==> src/rtl/key_cmd_ctrl.sv <==
// key_cmd_ctrl: turns PS/2 scan codes and gravity ticks into one-at-a-time game commands.
// Build with KEY_CMD_REPEAT_EN to include auto-repeat of held LEFT/RIGHT/SOFT keys.
module key_cmd_ctrl #(
    parameter int unsigned REPEAT_DELAY = 25_000_000,
    parameter int unsigned REPEAT_RATE  = 5_000_000,
    parameter int unsigned CNT_W        = 25
) (
    input  logic       clk,
    input  logic       rst,
    input  logic [7:0] kb_data,
    input  logic       kb_ready,
    output logic       kb_rdn,
    input  logic       tick,
    input  logic       cmd_ready,
    output logic       cmd_valid,
    output logic [2:0] cmd,
    output logic       paused,
    output logic [3:0] held
);

    typedef enum logic [1:0] {IDLE, POP, GAP} rx_state_e;

    localparam logic [2:0] C_LEFT  = 3'd0;
    localparam logic [2:0] C_RIGHT = 3'd1;
    localparam logic [2:0] C_ROT   = 3'd2;
    localparam logic [2:0] C_SOFT  = 3'd3;
    localparam logic [2:0] C_DROP  = 3'd4;
    localparam logic [2:0] C_GRAV  = 3'd5;
    localparam logic [2:0] C_PAUSE = 3'd6;

    rx_state_e  state_q, state_d;
    logic       ext_q, ext_d;
    logic       brk_q, brk_d;
    logic [3:0] held_q, held_d;
    logic [6:0] pend_q, pend_d;
    logic       cmd_valid_q, cmd_valid_d;
    logic [2:0] cmd_q, cmd_d;
    logic       paused_q, paused_d;

    logic       byte_take;
    logic       code_hit;
    logic [2:0] code_idx;
    logic       key_make;
    logic       key_brk;
    logic       accept;
    logic       block;
    logic       issue;
    logic [2:0] sel;
    logic [6:0] ev_set;
    logic [6:0] rpt_set;
    logic [6:0] issue_clr;

    assign byte_take = (state_q == IDLE) && kb_ready;

    always_comb begin
        state_d = state_q;
        unique case (state_q)
            IDLE:    if (kb_ready) state_d = POP;
            POP:     state_d = GAP;
            GAP:     state_d = IDLE;
            default: state_d = IDLE;
        endcase
    end

    // Prefix bytes only arm flags; any other byte completes a code.
    always_comb begin
        ext_d    = ext_q;
        brk_d    = brk_q;
        code_hit = 1'b0;
        code_idx = C_LEFT;
        if (byte_take) begin
            if (kb_data == 8'hE0) begin
                ext_d = 1'b1;
            end else if (kb_data == 8'hF0) begin
                brk_d = 1'b1;
            end else begin
                ext_d = 1'b0;
                brk_d = 1'b0;
                if (ext_q) begin
                    case (kb_data)
                        8'h6B:   begin code_hit = 1'b1; code_idx = C_LEFT;  end
                        8'h74:   begin code_hit = 1'b1; code_idx = C_RIGHT; end
                        8'h75:   begin code_hit = 1'b1; code_idx = C_ROT;   end
                        8'h72:   begin code_hit = 1'b1; code_idx = C_SOFT;  end
                        default: code_hit = 1'b0;
                    endcase
                end else begin
                    case (kb_data)
                        8'h29:   begin code_hit = 1'b1; code_idx = C_DROP;  end
                        8'h4D:   begin code_hit = 1'b1; code_idx = C_PAUSE; end
                        default: code_hit = 1'b0;
                    endcase
                end
            end
        end
    end

    assign key_make = code_hit && !brk_q;
    assign key_brk  = code_hit && brk_q;

    // Codes 0..3 own a held bit; a make of an already held key is typematic.
    always_comb begin
        held_d = held_q;
        ev_set = '0;
        if (key_make) begin
            if (code_idx[2]) begin
                ev_set[code_idx] = 1'b1;
            end else if (!held_q[code_idx[1:0]]) begin
                held_d[code_idx[1:0]] = 1'b1;
                ev_set[code_idx]      = 1'b1;
            end
        end
        if (key_brk && !code_idx[2]) held_d[code_idx[1:0]] = 1'b0;
        if (tick) ev_set[C_GRAV] = 1'b1;
    end

    always_comb begin
        sel = C_GRAV;
        if (pend_q[C_PAUSE])      sel = C_PAUSE;
        else if (pend_q[C_DROP])  sel = C_DROP;
        else if (pend_q[C_ROT])   sel = C_ROT;
        else if (pend_q[C_LEFT])  sel = C_LEFT;
        else if (pend_q[C_RIGHT]) sel = C_RIGHT;
        else if (pend_q[C_SOFT])  sel = C_SOFT;
    end

    assign accept = cmd_valid_q && cmd_ready;
    assign issue  = !cmd_valid_q && (pend_q != '0);

    always_comb begin
        cmd_valid_d = cmd_valid_q;
        cmd_d       = cmd_q;
        issue_clr   = '0;
        if (accept) begin
            cmd_valid_d = 1'b0;
        end else if (issue) begin
            cmd_valid_d    = 1'b1;
            cmd_d          = sel;
            issue_clr[sel] = 1'b1;
        end
    end

    assign paused_d = paused_q ^ (accept && (cmd_q == C_PAUSE));
    // Gate on both edges of a pause toggle so nothing slips in while paused shows 1.
    assign block    = paused_q || paused_d;

    always_comb begin
        pend_d = (pend_q & ~issue_clr) | ev_set | rpt_set;
        if (block) pend_d = pend_d & 7'b100_0000;
    end

`ifdef KEY_CMD_REPEAT_EN
    localparam logic [CNT_W-1:0] DLY  = CNT_W'(REPEAT_DELAY);
    localparam logic [CNT_W-1:0] RATE = CNT_W'(REPEAT_RATE);
    localparam logic [CNT_W-1:0] ONE  = CNT_W'(1);

    logic [CNT_W-1:0] cnt_q, cnt_d;
    logic [1:0]       tgt_q, tgt_d;
    logic             new_mov;

    assign new_mov = key_make && !code_idx[2] && (code_idx != C_ROT)
                     && !held_q[code_idx[1:0]];

    // Counter value 0 means no repeat target is armed.
    always_comb begin
        cnt_d   = cnt_q;
        tgt_d   = tgt_q;
        rpt_set = '0;
        if (cnt_q == ONE) begin
            rpt_set[{1'b0, tgt_q}] = 1'b1;
            cnt_d                  = RATE;
        end else if (cnt_q != '0) begin
            cnt_d = cnt_q - ONE;
        end
        if (new_mov) begin
            tgt_d = code_idx[1:0];
            cnt_d = DLY;
        end else if (key_brk && !code_idx[2] && (code_idx[1:0] == tgt_q)) begin
            cnt_d = '0;
        end
        if (block) cnt_d = '0;
    end

    always_ff @(posedge clk) begin
        if (rst) begin
            cnt_q <= '0;
            tgt_q <= 2'd0;
        end else begin
            cnt_q <= cnt_d;
            tgt_q <= tgt_d;
        end
    end
`else
    logic unused_cfg;
    assign unused_cfg = ^{REPEAT_DELAY, REPEAT_RATE, CNT_W};
    assign rpt_set    = '0;
`endif

    always_ff @(posedge clk) begin
        if (rst) begin
            state_q     <= IDLE;
            ext_q       <= 1'b0;
            brk_q       <= 1'b0;
            held_q      <= '0;
            pend_q      <= '0;
            cmd_valid_q <= 1'b0;
            cmd_q       <= 3'd0;
            paused_q    <= 1'b0;
        end else begin
            state_q     <= state_d;
            ext_q       <= ext_d;
            brk_q       <= brk_d;
            held_q      <= held_d;
            pend_q      <= pend_d;
            cmd_valid_q <= cmd_valid_d;
            cmd_q       <= cmd_d;
            paused_q    <= paused_d;
        end
    end

    assign kb_rdn    = (state_q != POP);
    assign cmd_valid = cmd_valid_q;
    assign cmd       = cmd_q;
    assign paused    = paused_q;
    assign held      = held_q;

endmodule
==> config.mk <==
export PLATFORM = sky130hd
export DESIGN_NAME = key_cmd_ctrl
export DESIGN_NICKNAME = d
export VERILOG_FILES = /design/src/rtl/key_cmd_ctrl.sv
export SDC_FILE = /design/constraint.sdc
export NUM_CORES = 1
export LEC_CHECK = 0
export ABC_AREA = 1
export CAP_MARGIN = 20
export CORE_ASPECT_RATIO = 1.1
export CORE_MARGIN = 2
export CORE_UTILIZATION = 51
export DETAILED_ROUTE_END_ITERATION = 16
export PLACE_DENSITY = 0.78
export SLEW_MARGIN = 40
export SYNTH_ARGS = -nofsm -noshare
export SYNTH_HDL_FRONTEND = slang
export SYNTH_SLANG_ARGS = --single-unit
==> constraint.sdc <==
create_clock -name clk -period 1.8 [get_ports clk]
set_input_delay 0.36 -clock clk [delete_from_list [all_inputs] [get_ports clk]]
set_output_delay 0.36 -clock clk [all_outputs]
set_load 0.1 [all_outputs]
==> reports/metrics.cfg, run 1 <==
[route]
wirelength_um=3320
viasPerCell=5.28
post_drt_wl_per_cell_um=12.8
vias=1374
firstDrtPassIters=4
drc=0
drt_iter0_drc=33
ant_nets=0

[die]
die_width_um=51.1
coreArea_mm2=0.00227
dieHeight_um=55.8
rows=18
io_pins=23
dieArea_mm2=0.00285
initial_utilization_pct=54.7

[timing]
final_hold_viol_count=0
tightest_slew_ns=0.383
slew_headroom_pct=74.2
setup_viol=0
finClkSkew_ns=0.00559
finalSetupTns_ns=0
slew_viol_final=0
max_freq_mhz=612
rsz0062_at_grt=no
min_period_ns=1.63
fin_crit_sh_pct=90.7

[cts]
cts.sinks=20
cts_resized=0
clockRootBuffer=clkbuf_4
post_cts_buffers=0
cts_tree=yes
hold_buffers=0
cts_max_level=1
cts_buffer_depth=2
path_clk_slew_ns=0.12
cts_buffers=3
clkLatencyLatePin_ns=0.31

[critical_path]
cp_top_family=simple AND/OR/NAND/NOR gates
start_kind=flop
end_kind=flop
max_stage_delay_ns=0.34
crit_top_cell=nor2_1
cp_max_fo=8
crit_type=flop to flop
worstPathArrival_ns=1.87
slowest_stage=dfxtp_1
crit_buf_inv=0
crit_chain=or2_1 -> nor2_1 -> nand2_1 -> nor2_1 -> nor2_2 -> o21ai_1 -> o21ai_0 -> a21oi_1
cp.required_ns=2.04

[power_and_ir_drop]
p_per_area_mw_per_mm2=576
irDropWorstVdd_uv=427
power_switching_mw=0.324
p_seq_share_pct=48.0
leakagePower_nw=0.779
switching_share_pct=32.5
p_int_mw=0.673
comb_power_share_pct=24.9
p_clk_share_pct=27.1
power.total_mw=0.996

[synthesis]
synthFlopType=dfxtp_1
synth_edf_count=0
yosysWarnings=0
synthDistinctLibCells=25
synth_nets=214
syn_inst=200
yosysSeqAreaShare_pct=32.2
async_reset_ff_share_pct=0
synth_area_mm2=0.00124
ys_ff_latch=20
synth.avg_cell_area_um2=6.22

[global_route]
grt-ovfl-total=0
grt_pass1_wl_um=5370
track_usage_pct=24.1
antenna_found_initial=0
grt_max_degree=12
grt_pass1_vias=1355

[min_path]
hp-class=flop to flop

[finish]
drive_gt1_share_pct=23.0
diodes=0
nNetsFinal=245
syn_to_final_growth_pct=39.1

[place]
dp_hpwl_um=2660
port_buffers=22
finalWeightedCongestion=0.908

[job]
drv_cap=0

[run_status]
outcome=finished clean

## layout by cell type (no fill, tap or decap)
master	n
nor2_2	7
nand3_2	2
or2_1	2
dfxtp_1	19
nand4_1	4
nand3b_1	1
o21ai_0	12
clkdlybuf4s50_1	4
buf_4	5
clkbuf_4	3
buf_12	10
inv_1	26
ha_1	1
dlymetal6s2s_1	8
nand2_2	10
o21ai_1	5
a21oi_2	2
dfxtp_2	1
nand3_4	1
nor3_1	3
o31ai_1	1
nor2_1	25
clkinv_1	1
inv_2	6
a21oi_1	15
or2_2	1
nand2_4	1
nor2_4	3
nand2_1	37
clkbuf_8	1
nand3_1	12
o21a_1	1
## flip-flops by register name, indices dropped and copies added (netlist names)
signal and cells:
state_q 2, paused 1, pend_q 7, brk_q 1
cmd 3, cmd_valid 1, ext_q 1, held 4
## Yosys cell counts (2+ instances only)
cell      n  area share (%)
nor2_4    2             1.8
nand3_1  12             4.8
o21ai_1   5             2.0
inv_1    27             8.1
nor2_1   30             9.1
nand3_2   2             1.6
dfxtp_1  20              32
or2_1     2             1.0
nor2_2    3             1.5
inv_2     5             1.5
nand2_1  42              13
nand2_2   5             2.5
a21oi_1  17             6.8
o21ai_0  12             4.8
nor3_1    3             1.2
nand4_1   4             2.0
## layer usage
metal / vias to the layer above / GRT usage, % / routed length [um]
li1: 700 / - / -
met1: 644 / 24.0 / 1280
met2: 25 / 47.5 / 1920
met3: 5 / 2.15 / 65
met4: 0 / 11.6 / 53
met5: - / 0 / 0
## worst paths after layout
| check | from | end | slack, ns | cells after the start |
|---|---|---|---|---|
| hold / removal | pend_q[5] | pend_q[5] | 0.51 | 2 |
| setup reg to reg | pend_q[4] | pend_q[2] | 0.17 | 8 |
| setup / recovery | pend_q[4] | pend_q[2] | 0.17 | 8 |
| hold reg to reg | pend_q[5] | pend_q[5] | 0.51 | 2 |
## through the flow
step | instance area [um2] | setup slack, ns | instances | hold WS, ns | util [%]
2_1_floorplan | 1240 | 0.178 | 200 | 0.447 | -
3_3_place_gp | 1640 | -0.200 | 256 | 0.457 | 71.9
3_5_place_dp | 1640 | -0.299 | 256 | 0.489 | 71.9
4_1_cts | 1670 | 0.0203 | 260 | 0.514 | 73.5
5_1_grt | 1730 | 0.0631 | 260 | 0.542 | 76.1
6_report | 1730 | 0.167 | 260 | 0.512 | 76.1
## tightest hold or removal path: cells and delay by family (launching register included)
| family | cells | cell delay, ns |
|---|---|---|
| compound gates | 2 | 0.15 |
| flops | 1 | 0.33 |
## power groups by stage
| stage | combinational (mW) | clock [mW] | sequential, mW |
|---|---|---|---|
| 6_report | 0.248 | 0.270 | 0.478 |
| 5_1_grt | 0.264 | 0.294 | 0.480 |
| 4_1_cts | 0.241 | 0.272 | 0.477 |
| 3_5_place_dp | 0.241 | 0 | 0.487 |
| 3_3_place_gp | 0.234 | 0 | 0.486 |
| 2_1_floorplan | 0.0904 | 0 | 0.534 |
## cell type report
| class | count | area [um2] |
|---|---|---|
| clock buffer | 4 | 36.3 |
| fill | 194 | 544 |
| inverter | 33 | 124 |
| multi-input combinational | 146 | 753 |
| sequential | 20 | 402 |
| tap | 30 | 37.5 |
| timing repair buffer | 27 | 378 |
## kinds of logic after synthesis
group                    count (synthesis)  share of synthesized area [%]
flip-flops                              20                           32.2
adder cells (fa/ha/maj)                  1                           1.01
AO/OA/AOI/OAI                           36                           14.9
AND/OR/NAND/NOR                        109                           41.7
buffers and inverters                   34                           10.3
(Power assumes the default switching activity.)
==> run 2, diff against run 1 <==
- GPL_TIMING_DRIVEN: unset -> 0
==> run 2 against run 1 <==
Count of clock-buffer cells in the layout is the same; die area is the same; power shrank 5.0%; via count shrank 5.0%; critical path depth grew 1; setup slack lost 0.038 ns; critical path type is now primary input to flop; highest routed layer unchanged.
==> reports/metrics.cfg, run 2 (synthesis results as in run 1) <==
[timing]
postLayoutSetupSlackWorst_ns=0.129  ; -0.0375 ns
fin_crit_sh_pct=92.8  ; +2.1 points
finalHoldWorstSlack_ns=0.398  ; -0.114 ns
min_period_ns=1.67  ; +0.0375 ns
finClkSkew_ns=0.00276  ; -0.00283 ns
setup_viol=0  ; unchanged
rsz0062_at_grt=no
max_freq_mhz=599  ; -2.2%
final_hold_viol_count=0  ; unchanged
slew_viol_final=0  ; unchanged
tightest_slew_ns=0.477  ; +0.0940 ns
slew_headroom_pct=67.9  ; -6.3 points

[place]
placedCellCount=251  ; -2.0%
dp_hpwl_um=2340  ; -12%
finalWeightedCongestion=0.852  ; -6.1%
post_dp_cell_area_mm2=0.00144  ; -12%
pre_cts_ws_ns=-0.276  ; +0.0227 ns
port_buffers=21  ; -4.5%

[critical_path]
end_kind=flop
reg2reg_setup_slack_ns=0.26  ; +0.09 ns
crit_type=primary input to flop
cp.required_ns=2.04  ; about the same
worstPathArrival_ns=1.91  ; +0.04 ns
cp_max_fo=5  ; -3
start_kind=primary input

[finish]
largest_register_ffs=7  ; unchanged
layout_common_cells=nand2_1, nor2_1, inv_1, dfxtp_1, a21oi_1
drive_gt1_share_pct=20.3  ; -2.8 points
top_register=pend_q
utilization_pct=68.0  ; -8.1 points
syn_to_final_growth_pct=24.3
diodes=0  ; unchanged
fill_cells=217  ; +12%
final_common_cell=nand2_1
final_area_mm2=0.00155  ; -11%
fin_cells=257  ; -1.2%
nNetsFinal=242  ; -1.2%

[global_route]
track_usage_pct=21.8  ; -2.3 points
grt_pass1_vias=1199  ; -12%
grt_max_degree=12  ; unchanged
grt-ovfl-total=0  ; unchanged
antenna_found_initial=0  ; unchanged
grt_pass1_wl_um=4890  ; -8.9%

[die]
coreArea_mm2=0.00227  ; unchanged
initial_utilization_pct=54.7  ; unchanged
dieHeight_um=55.8  ; unchanged
die_width_um=51.1  ; unchanged
dieArea_mm2=0.00285  ; unchanged
io_pins=23  ; unchanged
rows=18  ; unchanged

[cts]
cts_max_level=1  ; unchanged
cts_tree=yes
cts_buffer_depth=2  ; unchanged
cts_buffers=3  ; unchanged
clockRootBuffer=clkbuf_4
path_clk_slew_ns=0.11  ; about the same
hold_buffers=0  ; unchanged
cts.sinks=20  ; unchanged
clkLatencyLatePin_ns=0.30  ; about the same

[route]
drc=0  ; unchanged
wirelength_um=2850  ; -14%
drt_iter0_drc=21  ; -36%
vias=1305  ; -5.0%
firstDrtPassIters=4  ; unchanged
ant_nets=0  ; unchanged
post_drt_wl_per_cell_um=11.1  ; -13%
viasPerCell=5.08  ; -3.9%

[power_and_ir_drop]
p_per_area_mw_per_mm2=612  ; +6.3%
irDropWorstVdd_uv=595  ; +39%
leakagePower_nw=0.733  ; -5.8%

[run_status]
outcome=finished clean

[job]
drv_cap=0  ; unchanged

[min_path]
hp-class=primary input to flop

[run 2: cell types whose count changed in the layout (fill, tap and decap cells not counted), moves of 2 or more]
| cell | change |
|---|---|
| nand2_1 | +2 |
| buf_12 | -10 |
| buf_4 | -3 |
| nand3_1 | -2 |
| a21oi_1 | +2 |
| nand2_2 | -2 |
| nand3_2 | +2 |
| nor2_2 | -3 |
| a21oi_2 | -2 |
| nor2_1 | +3 |
| buf_2 | +10 |
[run 2: routing by layer]
layer  track usage, %  part of all wire [%]  vias to the layer above  wire (um)
li1                 -                     -                      689          -
met1             25.8                    42                      583       1190
met2             39.1                    55                       24       1560
met3             1.88                   1.6                        9         46
met4             8.88                   2.2                        0         64
met5                0                     0                        -          0
[run 2: worst paths after layout]
check            start        end  depth (start not counted)
max           kb_ready    held[0]                          9
min                rst     paused                          2
max reg2reg      ext_q  pend_q[3]                          8
min reg2reg  pend_q[5]  pend_q[5]                          2
[run 2: per-stage QoR]
stage,TNS [ns],total power [mW]
floorplan,0,0.624
global placement,-2.07,0.687
detailed placement,-2.14,0.683
CTS,0,0.939
global route,0,0.988
finish,0,0.947
[run 2: final cells by class]
| class | count | area (um2) | share of cell area, % |
|---|---|---|---|
| buffer | 1 | 3.75 | 0.243 |
| clock buffer | 4 | 36.3 | 2.35 |
| inverter | 33 | 124 | 8.01 |
| multi-input combinational | 146 | 748 | 48.4 |
| sequential | 20 | 402 | 26.0 |
| tap | 30 | 37.5 | 2.43 |
| timing repair buffer | 23 | 195 | 12.6 |
[run 2: timing repair]
action	4_1_cts	5_1_grt
endpoints found under the setup margin	0	10
resized for setup	0	18
buffers inserted	0	2
[run 2: critical path, cell delays in order]
cell and delay (ns):
clkdlybuf4s50_1 0.46, nand2_1 0.08, nor2_4 0.17, nand2_2 0.11, nor2_4 0.15, nand4_1 0.16
nor2_1 0.16, nand3_1 0.12, a21oi_1 0.15
[run 2: power by group]
part / internal (mW) / switching [mW]
Combinational: 0.0616 / 0.151
Sequential: 0.458 / 0.0142
Clock: 0.123 / 0.139
Total: 0.643 / 0.304
